`config.mk`:
```
export PLATFORM = sky130hd
export DESIGN_NAME = sb_tx_fifo_arbiter
export DESIGN_NICKNAME = d
export VERILOG_FILES = /design/src/rtl/sb_tx_pkg.sv /design/src/rtl/sb_rr_pick.sv /design/src/rtl/sb_tx_fifo_arbiter.sv
export SDC_FILE = /design/constraint.sdc
export NUM_CORES = 1
export LEC_CHECK = 0
export ABC_AREA = 1
export ABC_CLOCK_PERIOD_IN_PS = 4700
export CAP_MARGIN = 20
export CORE_AREA = 5 5 101 103
export DETAILED_ROUTE_END_ITERATION = 8
export DIE_AREA = 0 0 106 108
export GPL_ROUTABILITY_DRIVEN = 1
export GPL_TIMING_DRIVEN = 0
export PLACE_DENSITY = 0.84
export SKIP_LAST_GASP = 1
export SYNTH_ARGS = -nofsm -noshare
export SYNTH_HDL_FRONTEND = slang
export SYNTH_SLANG_ARGS = --single-unit
```
`constraint.sdc`:
```
create_clock -name i_clk -period 4.7 [get_ports i_clk]
set_input_delay 0.705 -clock i_clk [delete_from_list [all_inputs] [get_ports i_clk]]
set_output_delay 0.705 -clock i_clk [all_outputs]
set_load 0.03 [all_outputs]
```
`src/rtl/sb_tx_pkg.sv`:
```
// Shared types and constants for the sideband TX FIFO write-side arbiter.
// The optional strict-priority build is selected with SB_TX_ARB_PRIO0_EN.
package sb_tx_pkg;

  localparam int SB_WORD_W = 64;

  typedef enum logic [1:0] {
    SB_ARB_IDLE = 2'd0,
    SB_ARB_HDR  = 2'd1,
    SB_ARB_DATA = 2'd2
  } sb_arb_state_e;

endpackage

```
`src/rtl/sb_rr_pick.sv`:
```
// Combinational round-robin picker: finds the first eligible requester
// after `last`, wrapping from NUM_REQ-1 back to index 0.
module sb_rr_pick #(
  parameter int NUM_REQ = 3,
  parameter int PTR_W   = $clog2(NUM_REQ)
) (
  input  logic [NUM_REQ-1:0] req,
  input  logic [NUM_REQ-1:0] mask,
  input  logic [PTR_W-1:0]   last,
  output logic               valid,
  output logic [PTR_W-1:0]   idx
);

  logic [NUM_REQ-1:0] eligible;
  logic [PTR_W-1:0]   cand;

  assign eligible = req & ~mask;

  always_comb begin
    valid = 1'b0;
    idx   = '0;
    cand  = '0;
    // Offset 1 first, so the previous winner is considered last.
    for (int i = 1; i <= NUM_REQ; i++) begin
      cand = PTR_W'((int'(last) + i) % NUM_REQ);
      if (!valid && eligible[cand]) begin
        valid = 1'b1;
        idx   = cand;
      end
    end
  end

endmodule

```
`src/rtl/sb_tx_fifo_arbiter.sv`:
```
// Round-robin arbiter sharing the sideband TX FIFO write port; 2-word packets
// are atomic. Define SB_TX_ARB_PRIO0_EN to give requester 0 strict priority.
module sb_tx_fifo_arbiter
  import sb_tx_pkg::*;
#(
  parameter int NUM_REQ = 3,
  parameter int DATA_W  = SB_WORD_W
) (
  input  logic                      i_clk,
  input  logic                      i_rst,
  input  logic [NUM_REQ-1:0]        i_req,
  input  logic [NUM_REQ-1:0]        i_two_word,
  input  logic [NUM_REQ*DATA_W-1:0] i_data,
  output logic [NUM_REQ-1:0]        o_gnt,
  input  logic                      i_fifo_full,
  output logic                      o_fifo_write_enable,
  output logic [DATA_W-1:0]         o_fifo_data,
  output logic                      o_busy,
  output logic                      o_abort
);

  localparam int PTR_W = $clog2(NUM_REQ);
  localparam logic [PTR_W-1:0] LAST_IDX = PTR_W'(NUM_REQ - 1);
  localparam logic [NUM_REQ-1:0] ONE_HOT0 = NUM_REQ'(1);

  sb_arb_state_e      state, state_nxt;
  logic [PTR_W-1:0]   sel, sel_nxt;
  logic [PTR_W-1:0]   rr_ptr, rr_ptr_nxt;
  logic               two_word_q, two_word_nxt;

  logic               active, owner_req, wr, pkt_done;
  logic [NUM_REQ-1:0] sel_onehot, pick_mask;
  logic [PTR_W-1:0]   pick_last, pick_idx, win_idx;
  logic               pick_valid, win_valid;

  assign sel_onehot = ONE_HOT0 << sel;
  assign active     = (state != SB_ARB_IDLE);
  assign owner_req  = i_req[sel];
  assign wr         = active && owner_req && !i_fifo_full;
  assign pkt_done   = wr && ((state == SB_ARB_DATA) || !two_word_q);

  // The finishing owner is masked so the done-cycle arbitration hands over.
  assign pick_last  = pkt_done ? sel : rr_ptr;

`ifdef SB_TX_ARB_PRIO0_EN
  assign pick_mask  = (pkt_done ? sel_onehot : '0) | ONE_HOT0;
  assign win_valid  = i_req[0] | pick_valid;
  assign win_idx    = i_req[0] ? '0 : pick_idx;
`else
  assign pick_mask  = pkt_done ? sel_onehot : '0;
  assign win_valid  = pick_valid;
  assign win_idx    = pick_idx;
`endif

  sb_rr_pick #(
    .NUM_REQ (NUM_REQ),
    .PTR_W   (PTR_W)
  ) u_pick (
    .req   (i_req),
    .mask  (pick_mask),
    .last  (pick_last),
    .valid (pick_valid),
    .idx   (pick_idx)
  );

  always_ff @(posedge i_clk or posedge i_rst) begin
    if (i_rst) begin
      state      <= SB_ARB_IDLE;
      sel        <= '0;
      rr_ptr     <= LAST_IDX;
      two_word_q <= 1'b0;
    end else begin
      state      <= state_nxt;
      sel        <= sel_nxt;
      rr_ptr     <= rr_ptr_nxt;
      two_word_q <= two_word_nxt;
    end
  end

  always_comb begin
    state_nxt    = state;
    sel_nxt      = sel;
    rr_ptr_nxt   = rr_ptr;
    two_word_nxt = two_word_q;
    case (state)
      SB_ARB_IDLE: begin
        if (win_valid) begin
          state_nxt    = SB_ARB_HDR;
          sel_nxt      = win_idx;
          two_word_nxt = i_two_word[win_idx];
        end
      end
      SB_ARB_HDR, SB_ARB_DATA: begin
        if (!owner_req) begin
          state_nxt  = SB_ARB_IDLE;
          rr_ptr_nxt = sel;
        end else if (wr && !pkt_done) begin
          state_nxt = SB_ARB_DATA;
        end else if (pkt_done) begin
          rr_ptr_nxt = sel;
          if (win_valid) begin
            state_nxt    = SB_ARB_HDR;
            sel_nxt      = win_idx;
            two_word_nxt = i_two_word[win_idx];
          end else begin
            state_nxt = SB_ARB_IDLE;
          end
        end
      end
      default: state_nxt = SB_ARB_IDLE;
    endcase
  end

  always_comb begin
    o_fifo_write_enable = wr;
    o_gnt               = wr ? sel_onehot : '0;
    o_fifo_data         = wr ? i_data[sel*DATA_W +: DATA_W] : '0;
    o_busy              = active;
    o_abort             = active && !owner_req;
  end

endmodule
```
# Word level (Yosys, flattened, before mapping)

Index checks and enable logic that the tools add are counted.

Register bits: 7
Latch bits: 0
Memory bits (writable): 0
Memory bits (read-only): 0
Bits of input ports: 201
Output and inout bits: 70
Logic and storage cells: 86
Memories kept: 0

Add/sub/neg operators: 3
Multiply operators: 0
Divide/modulo/power cells: 3
Order comparisons: 5
Equality and inequality tests: 8
Shifts and indexed selects: 2
Multiplexer cells: 38
Bitwise operators: 2
Reduce and logical (&&, ||, !) cells: 21

Operator list:

| cell                    | number |
|---|---|
| $shiftx A192 B9 Y64     | 1 |
| $mod A32 B3 Y32 const B | 3 |
| $mux W64                | 1 |
| $mux W2                 | 14 |
| $lt A2 B3 Y1 const B    | 5 |
| $mux W1                 | 13 |
| $bmux W1 S2             | 5 |
| $ne A2 B2 Y1 const B    | 5 |
| $pmux W2 S2             | 2 |
| $logic_and A1 B1 Y1     | 7 |
| $add A2 B2 Y3 const B   | 2 |
| $logic_not A1 Y1        | 6 |
| $mux W3                 | 2 |
| $ne A4 B4 Y1 const B    | 1 |
| $reduce_and A2 Y1       | 2 |
| $reduce_and A4 Y1       | 1 |
| $reduce_bool A2 Y1      | 2 |
| $add A2 B1 Y3 const B   | 1 |
| $and A3 B3 Y3           | 1 |
| $not A3 Y3              | 1 |
| $shl A1 B2 Y3 const A   | 1 |
| $eq A2 B1 Y1 const B    | 1 |
| $eq A2 B2 Y1 const B    | 1 |
| $logic_not A2 Y1        | 1 |
| other kinds (3)         | 3 |

# Depth between registers and ports, before layout

Depth in word-level cells: 24
Gate-level depth with buffers: 17
Gate-level depth less buffers: 17

# Cells and area by module

From an unflattened synthesis, not the netlist that was laid out.

Cells, all modules: 398
Area, all modules: 2014.4 um^2

By module, submodules not included:

| module             | times used | cells an instance | area an instance (um^2) | seq. area each (um^2) |
|---|---|---|---|---|
| sb_tx_fifo_arbiter | 1          | 356               | 1791.7                  | 176.4 |
| sb_rr_pick         | 1          | 42                | 222.7                   | 0.0 |

# Worst setup path after synthesis

OpenSTA, ideal clock, no wires.

Path type: input to output
Start: input port i_fifo_full
End: output port o_fifo_data[41]
Arrival: 2406 ps
Data required time: 3995 ps
Slack: 1589 ps
Stages on the path: 7
Buffers on the path: 2
Path through: nor2_1 -> nand2_1 -> clkbuf_1 -> nor3_1 -> clkbuf_1 -> nand2_1 -> nand3_1

Word-level cells in the longest chain between the ends: 3

Ends and longest elaborated chain:

| what                | line                      | RTL |
|---|---|---|
| start, declared     | sb_tx_fifo_arbiter.sv:15  | `input logic i_fifo_full,` |
| $logic_not A1 Y1    | sb_tx_fifo_arbiter.sv:39  | `assign wr = active && owner_req && !i_fifo_full;` |
| $logic_and A1 B1 Y1 | sb_tx_fifo_arbiter.sv:39  |  |
| $mux W64            | sb_tx_fifo_arbiter.sv:117 | `o_fifo_data = wr ? i_data[sel*DATA_W +: DATA_W] : '0;` |
| end, declared       | sb_tx_fifo_arbiter.sv:17  | `output logic [DATA_W-1:0] o_fifo_data,` |

No other way between the ends.

# Final worst setup path

Start: input port i_fifo_full
End: output port o_fifo_data[56]

The elaborated chain is that of the path after synthesis.

==> results.toml <==
[finish]
diodes = 0
fin_util_pct = 53.49
fin_nets = 884
final_cell_mix = "clkdlybuf4s50_1 (270), nand2_1 (223), a31oi_1 (44)"
final_common_cell = "clkdlybuf4s50_1"
drive_gt1_share_pct = 3.829
fin_cells = 790
areaGrowthSynthToFinish_pct = 145.5
stdcell_area_um2 = 4872

[global_routing]
grt_pass1_wl_um = 18870
grt_usage_pct = 20.22
antenna_found_initial = 0
grt_max_degree = 11
grt_overflow_total = 0
grt_pass1_vias = 3787

[power_and_ir_drop]
intPower_mw = 0.7539
seqPwrFrac_pct = 6.5
combPwrFrac_pct = 88.8
p_sw_mw = 1.012
clkPwrFrac_pct = 4.7
pwr_density_cell_nw_per_um2 = 362.5
switching_share_pct = 57.32
power.leakage_nw = 1.942
ir_drop_uv = 185.1

[floorplanning]
rows = 35
die_x_um = 106
num_io_pins = 271
initial_core_util_pct = 21.79
die_area_um2 = 11450
design.core.area_um2 = 9109
die_y_um = 108

[sta]
timing.final.max_slew_violations = 0
fin_skew_ns = 0.001855
fin_crit_sh_pct = 91.31
fin_crit_ns = 4.292
relSlewSlack_pct = 53.99
tns_ns = 0
finalHoldViolations = 0
rsz0062_at_grt = "no"
setup_violations = 0
worst_slew_pin_slew_ns = 0.6876
timing.fmax_mhz = 233.0

[drt]
dr_total_vias = 3734
wl_per_cell_um = 15.64
ant_nets = 0
wirelength_um = 12360
drc = 0
firstDrtPassIters = 4
first_iter_violations = 148
vias_per_cell = 4.727

[status]
outcome = "finished clean"

[clock_tree]
cts_tree = "yes"
cts_num_sinks = 7
cts_buffers = 3
clk_pin_slew_ns = 0.04
cts_setup_buffers = 0
clkLatencyLatePin_ns = 0.22
cts.htree.levels = 1
cts-root-buf = "clkbuf_8"
cts_resized = 0
clockBufferDepth = 2
hold_buffers = 0

[worst_setup_path]
cp_max_fo = 10
required_ns = 3.99
worstSetupPathType = "in2out"
startpoint_type = "input port"
endpoint_kind = "output pin"
arrival_ns = 3.59

[min_path]
hold_path.class = "reg2reg"

[synth]
syn_area_um2 = 1984
synth-compound-area-share_pct = 18.10
synth.distinct_cells = 24
synthAdderAreaFrac_pct = 1.892
ys_seq_area_share_pct = 8.890
yosys.area_share.simple_pct = 61.10
yosys_register_bits = 7
synthMuxAreaShare_pct = 0
synth_top_family_by_area = "simple AND/OR/NAND/NOR gates"
syn_nets = 609
yosys_warnings = 0
avgSynthCellArea_um2 = 4.900
synthCells = 405
synthXorXnorAreaFrac_pct = 0

[placement]
dpl_cell_area_um2 = 4826
dp.cells = 786
io_buffers = 270
globalplace.congestion = 0.9643
dp_hpwl_um = 10990

[flow_run]
maxCapViolations = 0
==> flip-flops by register name (all words and copies together) (netlist names) <==
signal / cells
state: 2
two_word_q: 1
rr_ptr: 2
sel: 2
==> final cells by class <==
class / count / area, µm²
buffer: 24 / 97.59
clock buffer: 3 / 41.29
clock inverter: 1 / 5.005
fill: 873 / 4237
inverter: 27 / 101.3
multi-input combinational: 347 / 1609
sequential: 7 / 176.4
tap: 111 / 138.9
timing repair buffer: 270 / 2703
==> cells by family (layout without fill, tap and decap cells) <==
logic type | count (synthesis) | after routing
and+or+nand+nor | 284 | 284
AOI/OAI and AO/OA | 60 | 60
buffers and inverters | 51 | 325
DFF | 7 | 7
adders and majority gates | 3 | 3
==> final timing paths <==
kind	start	end	slack [ns]	cells past startpoint
worst max-delay path	i_fifo_full	o_fifo_data[56]	0.41	9
worst min-delay path	rr_ptr[1]$_DFFE_PP1P_	rr_ptr[1]$_DFFE_PP1P_	0.53	2
worst max register to register	state[0]$_DFFE_PP0P_	two_word_q$_DFFE_PP0P_	2.19	16
worst min register to register	rr_ptr[1]$_DFFE_PP1P_	rr_ptr[1]$_DFFE_PP1P_	0.53	2
max in group asynchronous	i_rst	rr_ptr[1]$_DFFE_PP1P_	3.73	2
min in group asynchronous	i_rst	sel[1]$_DFFE_PP0P_	0.71	2
==> Yosys cell counts (all sizes together) <==
master / instances / area share [%]
buf: 4 / 1.1
a21oi: 5 / 1.3
nor2: 11 / 2.8
ha: 3 / 1.9
o32ai: 1 / 0.44
nand4: 7 / 2.2
nor3: 1 / 0.25
nand3b: 2 / 1.4
dfstp: 1 / 1.3
clkbuf: 20 / 3.8
a31oi: 44 / 14
inv: 27 / 5.1
o21ai: 10 / 2.5
dfrtp: 6 / 7.6
nand2: 229 / 44
nand3: 34 / 10
==> stage by stage <==
step / power (mW) / setup slack (ns) / hold slack, ns
3_3_place_gp: 1.644 / 0.3969 / 0.5114
2_1_floorplan: 1.072 / 1.589 / 0.4802
5_1_grt: 1.925 / 0.07176 / 0.5596
4_1_cts: 1.773 / 0.3728 / 0.5327
6_report: 1.766 / 0.4084 / 0.5321
3_5_place_dp: 1.683 / 0.3881 / 0.5337
==> layer usage <==
| metal | track usage, % | share of wire [%] | vias up |
|---|---|---|---|
| li1 | - | - | 1877 |
| met1 | 23.12 | 38 | 1672 |
| met2 | 38.80 | 53 | 161 |
| met3 | 3.761 | 6.5 | 24 |
| met4 | 4.718 | 2.4 | 0 |
| met5 | 0 | 0 | - |
==> power by group through the flow <==
stage                     clock [mW]  sequential, mW  combinational [mW]
after floorplan                    0           0.108               0.963
after global placement             0           0.114                1.53
after detailed placement           0           0.114                1.57
after CTS                     0.0856           0.115                1.57
after global routing          0.0892           0.119                1.72
final                         0.0827           0.115                1.57
==> critical path, cell delays in order <==
cell and delay (ns):
clkdlybuf4s50_1 0.40, nor2_1 0.41, nand2_1 0.13, clkbuf_1 0.26
nor3_1 0.39, clkbuf_1 0.41, nand2_1 0.11, nand3_1 0.09
clkdlybuf4s50_1 0.68
Note: power is estimated with default switching activity, not from simulation.
